==> src/rtl/t07_mem_handler.sv <==
// ---------------------------------------------------------------------------
// t07_mem_handler
//
// Memory handler for the team 07 core. It accepts a decoded load/store from
// the control unit and ALU and turns it into one word-wide bus transaction.
// It holds the PC frozen until the access finishes, then returns the
// lane-extracted, sign/zero-extended load value to the write-back mux.
//
// Parameters:
//   TIMEOUT     maximum REQ cycles without busAck before the access is
//               abandoned (1..255)
//
// Ports:
//   clk         system clock, rising edge
//   nrst        asynchronous active-low reset
//   memOp       0 none, 1 lb, 2 lh, 3 lw, 4 lbu, 5 lhu, 6 sb, 7 sh, 8 sw
//   memRead     load strobe from the control unit
//   memWrite    store strobe from the control unit
//   addr        effective byte address
//   storeData   rs2 value for stores
//   regData     registered load result for the write-back mux
//   freeze      stalls PC / instruction advance while high
//   misaligned  one-cycle pulse when a request is rejected for alignment
//   busTimeout  one-cycle pulse when an access is abandoned
//   busAddr     word-aligned bus address
//   busWData    lane-replicated store data
//   busSel      byte enables
//   busRead     read request, held until ack
//   busWrite    write request, held until ack
//   busRData    read data, valid with busAck
//   busAck      one-cycle completion from the bus
// ---------------------------------------------------------------------------
module t07_mem_handler #(
  parameter int TIMEOUT = 255
) (
  input  logic        clk,
  input  logic        nrst,
  input  logic [3:0]  memOp,
  input  logic        memRead,
  input  logic        memWrite,
  input  logic [31:0] addr,
  input  logic [31:0] storeData,
  output logic [31:0] regData,
  output logic        freeze,
  output logic        misaligned,
  output logic        busTimeout,
  output logic [31:0] busAddr,
  output logic [31:0] busWData,
  output logic [3:0]  busSel,
  output logic        busRead,
  output logic        busWrite,
  input  logic [31:0] busRData,
  input  logic        busAck
);

  typedef enum logic [1:0] {IDLE, REQ, DONE} state_t;

  // Counter value on the last REQ cycle before the access is abandoned.
  localparam logic [7:0] CNT_LAST = 8'(TIMEOUT - 1);

  state_t      state, state_next;
  logic [3:0]  op_q;
  logic [1:0]  lane_q;
  logic [7:0]  cnt;
  logic        timed_out_q;

  logic        is_load_op;
  logic        is_store_op;
  logic        req_valid;
  logic        aligned;
  logic        accept;
  logic        op_q_load;
  logic        op_q_store;

  // Byte enables for an access of the given op at the given byte lane.
  function automatic logic [3:0] lane_sel(input logic [3:0] op, input logic [1:0] lane);
    logic [3:0] s;
    case (op)
      4'd1, 4'd4, 4'd6: s = 4'b0001 << lane;
      4'd2, 4'd5, 4'd7: s = lane[1] ? 4'b1100 : 4'b0011;
      default:          s = 4'b1111;
    endcase
    return s;
  endfunction

  // Store data replicated across every lane the access width can hit.
  function automatic logic [31:0] lane_wdata(input logic [3:0] op, input logic [31:0] data);
    logic [31:0] w;
    case (op)
      4'd6:    w = {4{data[7:0]}};
      4'd7:    w = {2{data[15:0]}};
      default: w = data;
    endcase
    return w;
  endfunction

  // Pull the addressed byte/half out of the bus word and extend it.
  function automatic logic [31:0] load_extract(input logic [3:0] op, input logic [1:0] lane,
                                               input logic [31:0] word);
    logic signed [7:0]  b;
    logic signed [15:0] h;
    logic [31:0]        r;
    b = $signed(word[{lane, 3'b000} +: 8]);
    h = $signed(lane[1] ? word[31:16] : word[15:0]);
    case (op)
      4'd1:    r = {{24{b[7]}}, b};
      4'd4:    r = {24'd0, b};
      4'd2:    r = {{16{h[15]}}, h};
      4'd5:    r = {16'd0, h};
      4'd3:    r = word;
      default: r = 32'd0;
    endcase
    return r;
  endfunction

  always_comb begin
    is_load_op  = (memOp >= 4'd1) && (memOp <= 4'd5);
    is_store_op = (memOp >= 4'd6) && (memOp <= 4'd8);
    req_valid   = (memRead && !memWrite && is_load_op) ||
                  (memWrite && !memRead && is_store_op);
    case (memOp)
      4'd2, 4'd5, 4'd7: aligned = !addr[0];
      4'd3, 4'd8:       aligned = (addr[1:0] == 2'b00);
      default:          aligned = 1'b1;
    endcase
    accept     = (state == IDLE) && req_valid && aligned;
    misaligned = (state == IDLE) && req_valid && !aligned;
    freeze     = accept || (state == REQ);

    op_q_load  = (op_q >= 4'd1) && (op_q <= 4'd5);
    op_q_store = (op_q >= 4'd6) && (op_q <= 4'd8);
    busRead    = (state == REQ) && op_q_load;
    busWrite   = (state == REQ) && op_q_store;
    busTimeout = (state == DONE) && timed_out_q;
  end

  always_comb begin
    state_next = state;
    case (state)
      IDLE: if (accept) state_next = REQ;
      REQ:  if (busAck || (cnt == CNT_LAST)) state_next = DONE;
      DONE: state_next = IDLE;
      default: state_next = IDLE;
    endcase
  end

  always_ff @(posedge clk or negedge nrst) begin
    if (!nrst) begin
      state       <= IDLE;
      op_q        <= 4'd0;
      lane_q      <= 2'd0;
      cnt         <= 8'd0;
      timed_out_q <= 1'b0;
      regData     <= 32'd0;
      busAddr     <= 32'd0;
      busWData    <= 32'd0;
      busSel      <= 4'd0;
    end else begin
      state <= state_next;
      case (state)
        // Accept: capture everything the bus needs so it stays stable in REQ.
        IDLE: begin
          if (accept) begin
            op_q        <= memOp;
            lane_q      <= addr[1:0];
            busAddr     <= {addr[31:2], 2'b00};
            busWData    <= lane_wdata(memOp, storeData);
            busSel      <= lane_sel(memOp, addr[1:0]);
            cnt         <= 8'd0;
            timed_out_q <= 1'b0;
          end
        end
        // Bus wait: ack takes priority over the timeout on the same cycle.
        REQ: begin
          if (busAck) begin
            if (op_q_load) regData <= load_extract(op_q, lane_q, busRData);
          end else if (cnt == CNT_LAST) begin
            timed_out_q <= 1'b1;
            if (op_q_load) regData <= 32'd0;
          end else begin
            cnt <= cnt + 8'd1;
          end
        end
        // Completion: single cycle, inputs ignored.
        DONE: timed_out_q <= 1'b0;
        default: ;
      endcase
    end
  end

endmodule
==> config.mk <==
export PLATFORM = sky130hd
export DESIGN_NAME = t07_mem_handler
export DESIGN_NICKNAME = d
export VERILOG_FILES = /design/src/rtl/t07_mem_handler.sv
export SDC_FILE = /design/constraint.sdc
export NUM_CORES = 1
export LEC_CHECK = 0
export BUFFER_PORTS_ARGS = -buffer_cell sky130_fd_sc_hd__buf_2
export CAP_MARGIN = 20
export CORE_MARGIN = 5
export CORE_UTILIZATION = 40
export DETAILED_ROUTE_END_ITERATION = 10
export HOLD_SLACK_MARGIN = 0.05
export PLACE_DENSITY = 0.73
export SKIP_CTS_REPAIR_TIMING = 1
export SYNTH_ARGS = -nofsm -noshare
export SYNTH_HDL_FRONTEND = slang
export SYNTH_SLANG_ARGS = --single-unit
==> constraint.sdc <==
create_clock -name clk -period 5.4 [get_ports clk]
set_input_delay 0.81 -clock clk [delete_from_list [all_inputs] [get_ports clk]]
set_output_delay 0.81 -clock clk [all_outputs]
set_load 0.005 [all_outputs]
Word-level counts from Yosys, hierarchy flattened
Cells that the tools add are included.
Storage, ports and cells
  flip-flop bits (word level): 115
  latch bits: 0
  output and inout port bits: 105
  ROM bits: 0
  memory bits (writable): 0
  memories: 0
Cells by class
  multiply operators: 0
  shifts and indexed selects: 2
  div/mod/pow operators: 0
  equal/unequal tests: 21
  order comparisons: 8
  bitwise logic cells: 0
  add/subtract/negate cells: 1
  reductions and logical operators: 34
  mux-type cells: 21
Operator list (number)
  32-bit one-hot mux with 5 select lines: 1
  32-bit two-way mux: 4
  32-bit one-hot mux with 2 select lines: 1
  32-bit by 6-bit variable part select with 8-bit output: 1
  4-bit by 3-bit == test with 1-bit output (second input constant): 6
  8-bit two-way mux: 3
  4-bit by 2-bit == test with 1-bit output (second input constant): 4
  16-bit two-way mux: 1
  8-bit one-hot mux with 2 select lines: 1
  1-bit logical AND: 14
  8-bit by 1-bit adder with 8-bit output (second input constant): 1
  4-bit by 1-bit == test with 1-bit output (second input constant): 2
  8-bit == test (second input constant): 1
  4-bit by 1-bit greater-or-equal comparator with 1-bit output (second input constant): 2
  4-bit by 3-bit greater-or-equal comparator with 1-bit output (second input constant): 2
  4-bit by 3-bit less-or-equal comparator with 1-bit output (second input constant): 2
  4-bit less-or-equal comparator (second input constant): 2
  4-bit one-hot mux with 2 select lines: 1
  4-bit AND reduction: 2
  2-bit != test (second input constant): 3
  3-bit OR reduction: 2
  4-bit == test (second input constant): 1
  1-bit logical NOT: 4
  2-bit logical NOT: 2
  16 further kinds: 24

Logic depth before layout (Yosys ltp)
  depth in word-level cells: 8
  mapped depth: 8
  gate-level depth less buffers: 7

Worst setup path after synthesis
Ideal clock, no wire load.
  kind: input -> output
  from: input port memOp[1]
  to: output port freeze
  data required time: 4590 ps
  buffers on the path: 3
  data arrival time: 2396 ps
  stages: 8
  path slack: 2194 ps
  cells stage by stage: buf_2 nand2b_1 or4_1 a31o_2 nor3_2 buf_4 buf_6 nand2b_1
On the way
  word-level cells in the longest chain between the ends: 7
  elaborated cells between the ends (all ways): 20
  classes of those cells: order compare (4); eq/ne (5); mux (1); reduce/logical (10)
Ends and longest elaborated chain
  start: declaration: line 38  | input logic [3:0] memOp,
  4-bit by 1-bit greater-or-equal comparator with 1-bit output (tied with other cells): line 117  | is_load_op = (memOp >= 4'd1) && (memOp <= 4'd5);
  1-bit logical AND, on equally long branches: line 117, 118
  1-bit logical AND, on equally long branches: line 119, 120
  1-bit logical OR: line 119  | req_valid = (memRead && !memWrite && is_load_op) ||
  1-bit logical AND: line 126  | accept = (state == IDLE) && req_valid && aligned;
  1-bit logical AND (*): line 126
  1-bit logical OR (*): line 128  | freeze = accept || (state == REQ);
  end: declaration: line 44  | output logic freeze,
Mark *: on every way between the ends. The rest lies on a longest branch, timed or not.

Worst setup path after layout
  from: input port memOp[0]
  to: output port freeze
The elaborated chain is that of the path after synthesis.

==> results.json <==
{
  "worst_pin_slew_ns": 1.06,
  "arrival_ns": 2.95,
  "area_delta_synth_final_pct": 30.7,
  "placed_area_um2": 6710,
  "leakage_uw": 0.00347,
  "status": "completed",
  "synth.most_common_cell": "dfrtp_1",
  "core_um2": 13800,
  "cts_tree": "yes",
  "holdWs_ns": 0.473,
  "port_buffers": 207,
  "fin_crit_sh_pct": 69.6,
  "grt_pass1_vias": 4960,
  "gp_congestion": 0.912,
  "synth-edff-count": 0,
  "worstPathRequired_ns": 4.59,
  "cts.sinks": 115,
  "cts.clk_slew.worst_paths_ns": 0.05,
  "ys.flop_type": "dfrtp_1",
  "root_buffer": "clkbuf_16",
  "critical_path_class": "in2out",
  "slew_violations": 0,
  "powerDensity_nw_per_um2": 482,
  "row_count": 43,
  "hp-class": "reg2reg",
  "hold_viol": 0,
  "place_ws_ns": 1.61,
  "synth-async-reset-ratio_pct": 100,
  "dp_hpwl_um": 11700,
  "setup_viol": 0,
  "switching_share_pct": 31.5,
  "synth_cell_types": 56,
  "seq_power_share_pct": 40.3,
  "cp_top_family": "simple AND/OR/NAND/NOR gates",
  "grt_setup_unrepaired": "no",
  "tns_ns": 0,
  "max_cap_violations": 0,
  "vias": 4731,
  "drtAntennaViolNets": 0,
  "synth.area.top_cells": "dfrtp_1 (52%), mux2_1 (14%), mux2_2 (4.6%)",
  "ys_ff_latch": 115,
  "clk-insertion-delay-late_ns": 0.41,
  "skew_ns": 0.00587,
  "worstSetupStartpointType": "input pin",
  "die_h_um": 128,
  "drc_errors": 0,
  "peakVddDrop_mv": 0.268,
  "drtPass1Iterations": 5,
  "io_pins": 210,
  "end_kind": "output pin",
  "fin_area_um2": 7300,
  "cpMostUsedCell": "buf_2",
  "max_freq_mhz": 266,
  "avgViaCountPerCell": 5.39,
  "dieArea_um2": 16400,
  "wl_um": 15800,
  "path_max_fanout": 18,
  "yosysTopAreaCell": "dfrtp_1",
  "grt_usage_pct": 19.4,
  "grt_pass1_wl_um": 25300,
  "p_int_uw": 2410,
  "grt_max_degree": 68,
  "grt-ovfl-total": 0,
  "drive_above_1_share_pct": 38.9,
  "wl_per_cell_um": 18.0,
  "initial_core_util_pct": 40.6,
  "synth_top_area_share_pct": 51.5,
  "power_frac_clock_pct": 31.4,
  "dr.first_iter.drc_count": 276,
  "synth_seq_area_share_pct": 51.5,
  "p_comb_share_pct": 28.2,
  "avgSynthCellArea_um2": 11.5,
  "p_sw_uw": 1110,
  "htree_levels": 4,
  "finalWorstPathRequiredPeriod_ns": 3.76,
  "setup_ws_ns": 1.64,
  "diodes": 0,
  "cp_slowest_cell": "nor3_4",
  "path_cells": "buf_2 -> or4_1 -> a31o_2 -> nor3_4 -> nand2b_1 -> buf_2",
  "final_nets": 792,
  "synth_area_um2": 5590,
  "cts_buffer_depth": 2,
  "synthTopCellsByCount": "dfrtp_1 (115), mux2_1 (71), nand2_1 (48)",
  "slew_headroom_pct": 28.9,
  "cts_buffers": 17,
  "synth-warning-count": 0,
  "die_w_um": 128,
  "cp_num_buf_inv": 2,
  "grt_antenna_before_repair": 0,
  "critical-path-max-stage-delay_ns": 0.71,
  "syn_inst": 487
}
[cell type report]
cell class | count | area (µm²)
fillers | 1247 | 6470
flip-flops and latches | 115 | 2880
multi-input cells | 334 | 2510
repair buffers | 209 | 1070
clock buffers | 22 | 484
well taps | 180 | 225
clock inverters | 9 | 104
inverters | 8 | 30.0
[final timing paths]
check	start	endpoint	slack, ns	cells past startpoint
setup / recovery	memOp[0]	freeze	1.64	6
hold / removal	regData[21]	regData[21]	0.47	2
setup reg to reg	state[1]	regData[1]	2.87	5
hold reg to reg	regData[21]	regData[21]	0.47	2
max in group asynchronous	nrst	busWData[30]	3.71	2
min in group asynchronous	nrst	regData[25]	0.52	1
[flip-flops by register name, summed over array words and instances (netlist names)]
register	cells
busWData	32
regData	32
busAddr	30
cnt	8
busSel	4
op_q	4
lane_q	2
state	2
timed_out_q	1
[cell families after synthesis]
family,after synthesis,synth area share [%]
buffers and inverters,39,3.70
xor gates and xnor gates,2,0.314
adders and majority gates,2,0.448
muxes,106,21.3
AOI/OAI and AO/OA,115,13.1
other,1,0.0671
and+or+nand+nor,107,9.54
DFF,115,51.5
[placed cells by master (no fill, tap or decap), types with 3 or more instances in the layout]
cell type	synthesis	layout
a211oi_1	3	3
a21oi_1	22	22
a221oi_1	8	8
a222oi_1	7	7
a31o_1	4	4
and3_1	4	4
buf_2	3	206
clkbuf_16	0	17
clkbuf_8	0	4
clkinv_2	0	4
dfrtp_1	115	115
inv_1	8	8
mux2_1	71	71
mux2_2	23	23
mux2i_1	11	11
nand2_1	48	48
nand2b_1	7	7
nand3_1	9	9
nor2_1	11	11
nor2b_1	8	8
nor3_1	3	3
nor3b_1	3	3
o21ai_0	41	41
o21ai_1	11	11
o31ai_1	3	3
[stage by stage]
| step | utilization [%] | instances | power, µW |
|---|---|---|---|
| after floorplan | - | 488 | 1920 |
| after global placement | 48.7 | 846 | 2380 |
| after detailed placement | 48.7 | 846 | 2430 |
| after CTS | 53.0 | 877 | 3560 |
| after global routing | 53.0 | 877 | 3760 |
| final | 53.0 | 877 | 3510 |
[worst register-to-register path: cells and delay by family (launching register included)]
family	cells	cell delay (ns)
AND/OR/NAND/NOR	3	1.34
AO/OA/AOI/OAI	2	0.61
flip-flops	1	0.44
[power by group through the flow]
stage               registers, µW  logic (µW)  clock network [µW]
floorplan                    1380         536                   0
global placement             1400         979                   0
detailed placement           1430        1010                   0
CTS                          1420        1010                1130
global route                 1470        1110                1170
finish                       1420         993                1100
[metal layers]
layer	part of all wire [%]	wire length, µm	track usage [%]
met2	49	7730	32.0
met5	0	0	0
met1	39	6200	23.0
met4	1.2	194	6.80
met3	10	1630	7.88
Power figures use the tool's default switching activity.
